[config.mk]
export PLATFORM = sky130hd
export DESIGN_NAME = writeback_arbiter_flat
export DESIGN_NICKNAME = d
export VERILOG_FILES = /design/src/rtl/wb_arb_pkg.sv /design/src/rtl/writeback_arbiter_if.sv /design/src/rtl/wb_arb_fifo.sv /design/src/rtl/writeback_arbiter.sv /design/src/flat_wrapper.sv
export SDC_FILE = /design/constraint.sdc
export NUM_CORES = 1
export LEC_CHECK = 0
export ABC_AREA = 1
export CAP_MARGIN = 40
export CORE_MARGIN = 2
export CORE_UTILIZATION = 41
export CTS_BUF_LIST = sky130_fd_sc_hd__clkbuf_8
export DETAILED_ROUTE_END_ITERATION = 8
export PLACE_DENSITY = 0.78
export SLEW_MARGIN = 10
export SYNTH_ARGS = -nofsm -noshare
export SYNTH_HDL_FRONTEND = slang
export SYNTH_SLANG_ARGS = --single-unit
[constraint.sdc]
create_clock -name clk -period 2.51 [get_ports clk]
set_input_delay 0.6275 -clock clk [delete_from_list [all_inputs] [get_ports clk]]
set_output_delay 0.6275 -clock clk [all_outputs]
set_load 0.03 [all_outputs]
[src/rtl/wb_arb_pkg.sv]
// wb_arb_pkg: shared types and default sizes for the writeback arbiter
package wb_arb_pkg;
    localparam int DATA_W_DEF = 16;
    localparam int ADDR_W_DEF = 4;
    localparam int DEPTH_DEF = 4;
    localparam int STARVE_LIMIT_DEF = 8;
    typedef enum logic [1:0] {IDLE, PEND, FORCE} wb_arb_state_e;
    typedef struct packed {
        logic [ADDR_W_DEF-1:0] rd;
        logic [DATA_W_DEF-1:0] data;
    } wb_arb_entry_t;
endpackage

[src/rtl/writeback_arbiter_if.sv]
// writeback_arbiter_if: pipeline, aux-unit and register-file write port signals
interface writeback_arbiter_if #(parameter int DATA_W = 16, parameter int ADDR_W = 4);
    logic              wb_valid;
    logic              wbs;
    logic [DATA_W-1:0] wb_mem_data;
    logic [DATA_W-1:0] wb_calc_data;
    logic [ADDR_W-1:0] wb_rd;
    logic              aux_valid;
    logic              aux_ready;
    logic [ADDR_W-1:0] aux_rd;
    logic [DATA_W-1:0] aux_data;
    logic              rf_we;
    logic [ADDR_W-1:0] rf_waddr;
    logic [DATA_W-1:0] rf_wdata;
    logic              aux_grant;
    logic              stall_pipe;
    logic              pending;
    modport master (
        output wb_valid, wbs, wb_mem_data, wb_calc_data, wb_rd, aux_valid, aux_rd, aux_data,
        input  aux_ready, rf_we, rf_waddr, rf_wdata, aux_grant, stall_pipe, pending
    );
    modport slave (
        input  wb_valid, wbs, wb_mem_data, wb_calc_data, wb_rd, aux_valid, aux_rd, aux_data,
        output aux_ready, rf_we, rf_waddr, rf_wdata, aux_grant, stall_pipe, pending
    );
endinterface

[src/rtl/wb_arb_fifo.sv]
// wb_arb_fifo: small synchronous FIFO holding queued aux results
module wb_arb_fifo
    import wb_arb_pkg::*;
#(
    parameter int DEPTH = DEPTH_DEF,
    parameter int W = ADDR_W_DEF + DATA_W_DEF,
    localparam int CW = $clog2(DEPTH + 1),
    localparam int PW = $clog2(DEPTH)
) (
    input  logic          clk,
    input  logic          rst_n,
    input  logic          push,
    input  logic          pop,
    input  logic [W-1:0]  din,
    output logic [W-1:0]  head,
    output logic [CW-1:0] count,
    output logic          full,
    output logic          empty
);
    logic [W-1:0]  mem [DEPTH];
    logic [PW-1:0] rp;
    logic [PW-1:0] wp;
    always_ff @(posedge clk or negedge rst_n) begin
        if (!rst_n) begin
            rp <= '0;
            wp <= '0;
            count <= '0;
        end else begin
            if (push) wp <= wp + PW'(1);
            if (pop) rp <= rp + PW'(1);
            count <= count + CW'(push) - CW'(pop);
        end
    end
    always_ff @(posedge clk) begin
        if (push) mem[wp] <= din;
    end
    assign head = mem[rp];
    assign full = count == CW'(DEPTH);
    assign empty = count == '0;
endmodule

[src/rtl/writeback_arbiter.sv]
// writeback_arbiter: merges pipeline writeback with queued aux results onto one RF write port
module writeback_arbiter
    import wb_arb_pkg::*;
#(
    parameter int DATA_W = DATA_W_DEF,
    parameter int ADDR_W = ADDR_W_DEF,
    parameter int DEPTH = DEPTH_DEF,
    parameter int STARVE_LIMIT = STARVE_LIMIT_DEF
) (
    input logic clk,
    input logic rst_n,
    writeback_arbiter_if.slave bus
);
    localparam int W = ADDR_W + DATA_W;
    localparam int CW = $clog2(DEPTH + 1);
    localparam int WW = $clog2(STARVE_LIMIT + 1);
    localparam logic [WW-1:0] LIMIT = WW'(STARVE_LIMIT);
    wb_arb_state_e state;
    logic [WW-1:0] wait_cnt;
    logic [W-1:0]  head;
    logic [CW-1:0] count;
    logic full, empty, push, grant, remain;
    assign push = bus.aux_valid & bus.aux_ready;
    assign grant = !bus.wb_valid & !empty;
    assign remain = push | (count > CW'(1));
    wb_arb_fifo #(.DEPTH(DEPTH), .W(W)) u_fifo (
        .clk(clk), .rst_n(rst_n), .push(push), .pop(grant),
        .din({bus.aux_rd, bus.aux_data}), .head(head),
        .count(count), .full(full), .empty(empty)
    );
    assign bus.aux_ready = !full;
    assign bus.pending = !empty;
    assign bus.aux_grant = grant;
    assign bus.rf_we = bus.wb_valid | !empty;
    assign bus.rf_waddr = bus.wb_valid ? bus.wb_rd : grant ? head[W-1:DATA_W] : '0;
    assign bus.rf_wdata = bus.wb_valid ? (bus.wbs ? bus.wb_calc_data : bus.wb_mem_data)
                        : grant ? head[DATA_W-1:0] : '0;
    // Blocked head entry ages until it forces a pipeline bubble
    always_ff @(posedge clk or negedge rst_n) begin
        if (!rst_n) begin
            state <= IDLE;
            wait_cnt <= '0;
            bus.stall_pipe <= 1'b0;
        end else begin
            case (state)
                IDLE: if (push) begin
                    state <= PEND;
                    wait_cnt <= '0;
                end
                PEND: if (grant) begin
                    wait_cnt <= '0;
                    state <= remain ? PEND : IDLE;
                end else if (bus.wb_valid) begin
                    wait_cnt <= wait_cnt + WW'(1);
                    if (wait_cnt + WW'(1) == LIMIT) begin
                        state <= FORCE;
                        bus.stall_pipe <= 1'b1;
                    end
                end
                FORCE: if (grant) begin
                    wait_cnt <= '0;
                    state <= remain ? PEND : IDLE;
                    bus.stall_pipe <= 1'b0;
                end
                default: begin
                    state <= IDLE;
                    bus.stall_pipe <= 1'b0;
                end
            endcase
        end
    end
endmodule
[src/flat_wrapper.sv]
// flat-port wrapper written by rule: the top's interface ports become plain ports
module writeback_arbiter_flat import wb_arb_pkg::*;
#(
    parameter int DATA_W = DATA_W_DEF,
    parameter int ADDR_W = ADDR_W_DEF,
    parameter int DEPTH = DEPTH_DEF,
    parameter int STARVE_LIMIT = STARVE_LIMIT_DEF
)
  (clk, rst_n, bus_wb_valid, bus_wbs, bus_wb_mem_data, bus_wb_calc_data, bus_wb_rd, bus_aux_valid, bus_aux_rd, bus_aux_data, bus_aux_ready, bus_rf_we, bus_rf_waddr, bus_rf_wdata, bus_aux_grant, bus_stall_pipe, bus_pending);
  writeback_arbiter_if #(.DATA_W(DATA_W), .ADDR_W(ADDR_W)) bus_i ();
  input logic clk;
  input logic rst_n;
  input wire logic [$bits(bus_i.wb_valid)-1:0] bus_wb_valid;
  input wire logic [$bits(bus_i.wbs)-1:0] bus_wbs;
  input wire logic [$bits(bus_i.wb_mem_data)-1:0] bus_wb_mem_data;
  input wire logic [$bits(bus_i.wb_calc_data)-1:0] bus_wb_calc_data;
  input wire logic [$bits(bus_i.wb_rd)-1:0] bus_wb_rd;
  input wire logic [$bits(bus_i.aux_valid)-1:0] bus_aux_valid;
  input wire logic [$bits(bus_i.aux_rd)-1:0] bus_aux_rd;
  input wire logic [$bits(bus_i.aux_data)-1:0] bus_aux_data;
  output wire logic [$bits(bus_i.aux_ready)-1:0] bus_aux_ready;
  output wire logic [$bits(bus_i.rf_we)-1:0] bus_rf_we;
  output wire logic [$bits(bus_i.rf_waddr)-1:0] bus_rf_waddr;
  output wire logic [$bits(bus_i.rf_wdata)-1:0] bus_rf_wdata;
  output wire logic [$bits(bus_i.aux_grant)-1:0] bus_aux_grant;
  output wire logic [$bits(bus_i.stall_pipe)-1:0] bus_stall_pipe;
  output wire logic [$bits(bus_i.pending)-1:0] bus_pending;
  assign bus_i.wb_valid = bus_wb_valid;
  assign bus_i.wbs = bus_wbs;
  assign bus_i.wb_mem_data = bus_wb_mem_data;
  assign bus_i.wb_calc_data = bus_wb_calc_data;
  assign bus_i.wb_rd = bus_wb_rd;
  assign bus_i.aux_valid = bus_aux_valid;
  assign bus_i.aux_rd = bus_aux_rd;
  assign bus_i.aux_data = bus_aux_data;
  assign bus_aux_ready = bus_i.aux_ready;
  assign bus_rf_we = bus_i.rf_we;
  assign bus_rf_waddr = bus_i.rf_waddr;
  assign bus_rf_wdata = bus_i.rf_wdata;
  assign bus_aux_grant = bus_i.aux_grant;
  assign bus_stall_pipe = bus_i.stall_pipe;
  assign bus_pending = bus_i.pending;
  writeback_arbiter #(.DATA_W(DATA_W), .ADDR_W(ADDR_W), .DEPTH(DEPTH), .STARVE_LIMIT(STARVE_LIMIT)) u_core (.clk(clk), .rst_n(rst_n), .bus(bus_i));
endmodule
==> results.md <==
* Status: finished, final reports clean
* Tot GR Track Use at 18.9%
* CTS tree: yes
* Mean Syn Cell Area at 10.3 µm²
* Req. time, crit path at 1.88 ns
* Worst-Margin Slew at 0.709 ns
* Setup slack after placement at -0.0607 ns
* Cell Rows at 37
* Die Area at 11300 µm²
* First-pass GRT wire length at 16100 µm
* Mapped Cells at 418
* Ports at 86
* DRT Pass-1 Iters at 4
* Fill cells at 884
* Max-slew violations at 0
* Antenna Violating Nets Remaining at 0
* Clock Sink Count at 94
* Post-Syn Area at 4300 µm²
* Slowest cell on crit path: dfrtp_1
* RSZ-0062 raised after global routing: false
* Synth Area in Adders at 2.79%
* CTS clock-pin slew for the worst setup and hold paths at 0.09 ns
* PD cells at 1020 nW/µm²
* Pwr Total at 5.74 mW
* Reg2Reg Depth at 10
* Synth warn at 0
* Fin util at 54.8%
* Largest family of logic cells by synthesized area: simple AND/OR/NAND/NOR gates
* Reg2reg end: u_core.u_fifo.count[2]$_DFF_PN0_
* Nets at 597
* Worst skew pair latency at 0.36 ns
* Initial DRC count at 226
* Flops & latches, synth at 94
* DRC viols at 0
* Max-slew headroom at 52.6%
* Initial antenna violation count at 1
* # setup viols final at 0
* Crit path launch: u_core.u_fifo.count[1]$_DFF_PN0_
* Vias in the first global route at 3346
* Final setup margin at 0.153 ns
* Synth-to-Final Area Change at 30.8%
* Wirelength per Cell at 15.2 µm
* Maximum clock skew at final layout at 0.00629 ns
* Synth Net Count at 488
* XOR/XNOR Fraction of Synth Area at 0.814%
* Detailed Place HPWL at 7340 µm
* Critical path endpoint: bus_rf_wdata[0]
* Hold Fails Final Rpt at 0
* Number of H-tree levels at 3
* Leak at 2.31 nW
* # port buffers at 85
* Layout cells sized above 1 at 17.7%
* Setup CP Type: reg2out
* Crit path capture type: output pin
* Total CTS buffers at 9
* Hold crit path type: reg2reg
* Arrival time worst endpoint at 1.73 ns
* Min Tclk post-route at 2.36 ns
* GRT overflow at 0
* Sequential fraction of the synthesis area at 64.0%
* Multiplexer area fraction after synthesis at 0%
* Startpoint types: flip-flop
* Via count at 3367
* Gp weighted congestion at 0.783
* Vert. Die Dim at 106 µm
* Yosys cell types at 27
* Die X at 106 µm
* Compound-Gate Fraction of Synth Area at 4.30%
* Vias per std cell at 5.03
* Cell Chain, Critical Path: nor2_2 -> nand2_4 -> nand2_4 -> inv_4 -> buf_4 -> nand3_1 -> o21ai_0 -> buf_4
* Crit-path max cell delay at 0.44 ns
* Area share of and/or/nand/nor cells after synthesis at 23.3%
* Core Area at 10300 µm²
* Total Wirelength at 10200 µm
* Non-Filler Instances at 669
* MaxCap Viol Count at 0
* Max Fclk at 0.424 GHz
* Max VDD drop at 452 µV
* Root Driver: clkbuf_8
* Reg-to-Reg Start: u_core.u_fifo.count[1]$_DFF_PN0_
* Initial Utilization at 41.9%
* Post-Place Cells at 650
* Critical path peak fanout at 7
* Reg-to-reg setup timing slack at 0.44 ns
* Clk buf depth at 2
* Largest net degree at the start of global routing at 30
* Hold slack at 0.484 ns
* Fin crit share at 93.9%
## cells by family after synthesis
| family | count (synthesis) |
|---|---|
| AND/OR/NAND/NOR | 229 |
| AO/OA/AOI/OAI | 35 |
| XOR/XNOR | 4 |
| buffers and inverters | 47 |
| flip-flops | 94 |
| adder cells (fa/ha/maj) | 9 |
## synth_stat cells
cell,count,area share [%]
nand4_1,1,0.15
o21ai_1,14,1.6
ha_1,8,2.3
buf_6,2,0.52
dfrtp_1,14,8.1
clkbuf_1,7,0.61
xor2_1,3,0.61
nand2_2,4,0.58
or2_2,1,0.15
edfxtp_1,80,56
buf_2,11,1.3
o21ai_2,1,0.20
nand2_1,117,10
nor2_4,1,0.26
inv_1,20,1.7
xnor2_1,1,0.20
nand3_1,72,8.4
nor3_1,1,0.12
nor2_2,1,0.15
nor2_1,27,2.4
inv_2,7,0.61
o21ai_0,18,2.1
a21boi_2,1,0.26
nand2_4,3,0.79
fa_1,1,0.47
nand3_2,1,0.23
a21oi_1,1,0.12
## routing by layer
layer / vias to the layer above / part of all wire, % / track usage [%] / routed length, µm
met1: 1629 / 41 / 21.9 / 4140
met4: 0 / 2.9 / 10.9 / 299
met3: 22 / 3.8 / 2.82 / 391
met2: 84 / 53 / 33.4 / 5350
met5: - / 0 / 0 / 0
li1: 1632 / - / - / -
## registers in the layout (all words and copies together), names as in the netlist
name and cells:
u_core.u_fifo.mem 80, u_core.wait_cnt 4, u_core.u_fifo.count 3, u_core.state 2, u_core.u_fifo.rp 2, u_core.u_fifo.wp 2
u_core.bus.stall_pipe 1
## layout by cell type, fill, tap and decap left out
| cell | count |
|---|---|
| a21boi_2 | 1 |
| nand4_1 | 1 |
| clkinv_4 | 1 |
| buf_4 | 51 |
| o21ai_1 | 15 |
| nor2_4 | 1 |
| nand3_2 | 1 |
| nor3_1 | 1 |
| dfrtp_1 | 14 |
| nor2_1 | 23 |
| nand2_4 | 3 |
| clkinvlp_4 | 2 |
| buf_6 | 2 |
| clkdlybuf4s50_1 | 61 |
| nand3_1 | 72 |
| inv_2 | 6 |
| diode_2 | 1 |
| xor2_1 | 3 |
| nand2_2 | 4 |
| o21ai_0 | 17 |
| clkbuf_8 | 9 |
| xnor2_1 | 1 |
| nor2_2 | 5 |
| o21ai_2 | 1 |
| or2_2 | 1 |
| dlygate4sd2_1 | 1 |
| inv_4 | 1 |
| edfxtp_1 | 80 |
| clkinv_2 | 3 |
| nand2_1 | 117 |
| ha_1 | 8 |
| dlymetal6s2s_1 | 1 |
| inv_1 | 21 |
| a21oi_1 | 1 |
| buf_12 | 2 |
| fa_1 | 1 |
## power breakdown
part / switching, mW / internal (mW) / leakage, nW
clock: 0.502 / 0.352 / 0.0862
sequential: 0.162 / 2.08 / 0.904
combinational: 1.67 / 0.971 / 1.32
total: 2.34 / 3.40 / 2.31
## what timing repair did
action | in CTS | in global routing
resized for setup | 4 | 2
pin swaps | 1 | 1
hold endpoints to repair | 0 | 0
buffers inserted | 2 | 0
setup endpoints to repair | 10 | 1
hold buffers | 0 | 0
## stage by stage
stage | area, µm² | setup TNS, ns
after floorplan | 4300 | 0
after global placement | 5430 | -0.0277
after detailed placement | 5430 | -0.197
after CTS | 5620 | 0
after global routing | 5630 | 0
final | 5630 | 0
## how the worst min path moves through the flow
stage	from	to	slack [ns]	cells past startpoint
detailed placement	u_core.bus.stall_pipe$_DFFE_PN0P_	u_core.bus.stall_pipe$_DFFE_PN0P_	0.47	2
CTS	u_core.bus.stall_pipe$_DFFE_PN0P_	u_core.bus.stall_pipe$_DFFE_PN0P_	0.49	2
floorplan	rst_n	u_core.bus.stall_pipe$_DFFE_PN0P_	0.33	0
finish	u_core.bus.stall_pipe$_DFFE_PN0P_	u_core.bus.stall_pipe$_DFFE_PN0P_	0.48	2
global route	u_core.bus.stall_pipe$_DFFE_PN0P_	u_core.bus.stall_pipe$_DFFE_PN0P_	0.56	2
global placement	u_core.bus.stall_pipe$_DFFE_PN0P_	u_core.bus.stall_pipe$_DFFE_PN0P_	0.46	2
## layout make-up
cell class / count / area, µm² / share of cell area, %
Antenna cell: 1 / 2.50 / 0.0445
Clock buffer: 9 / 124 / 2.20
Clock inverter: 7 / 42.5 / 0.756
Inverter: 27 / 104 / 1.85
Multi-Input combinational cell: 277 / 1360 / 24.1
Sequential cell: 94 / 2750 / 48.9
Tap cell: 136 / 170 / 3.02
Timing Repair Buffer: 118 / 1080 / 19.1
## critical path, delay by kind of cell (launching register included)
family | cells | cell delay [ns]
AOI/OAI and AO/OA | 1 | 0.09
and+or+nand+nor | 4 | 0.46
DFF | 1 | 0.44
buffers and inverters | 3 | 0.37
Power figures use the tool's default switching activity.
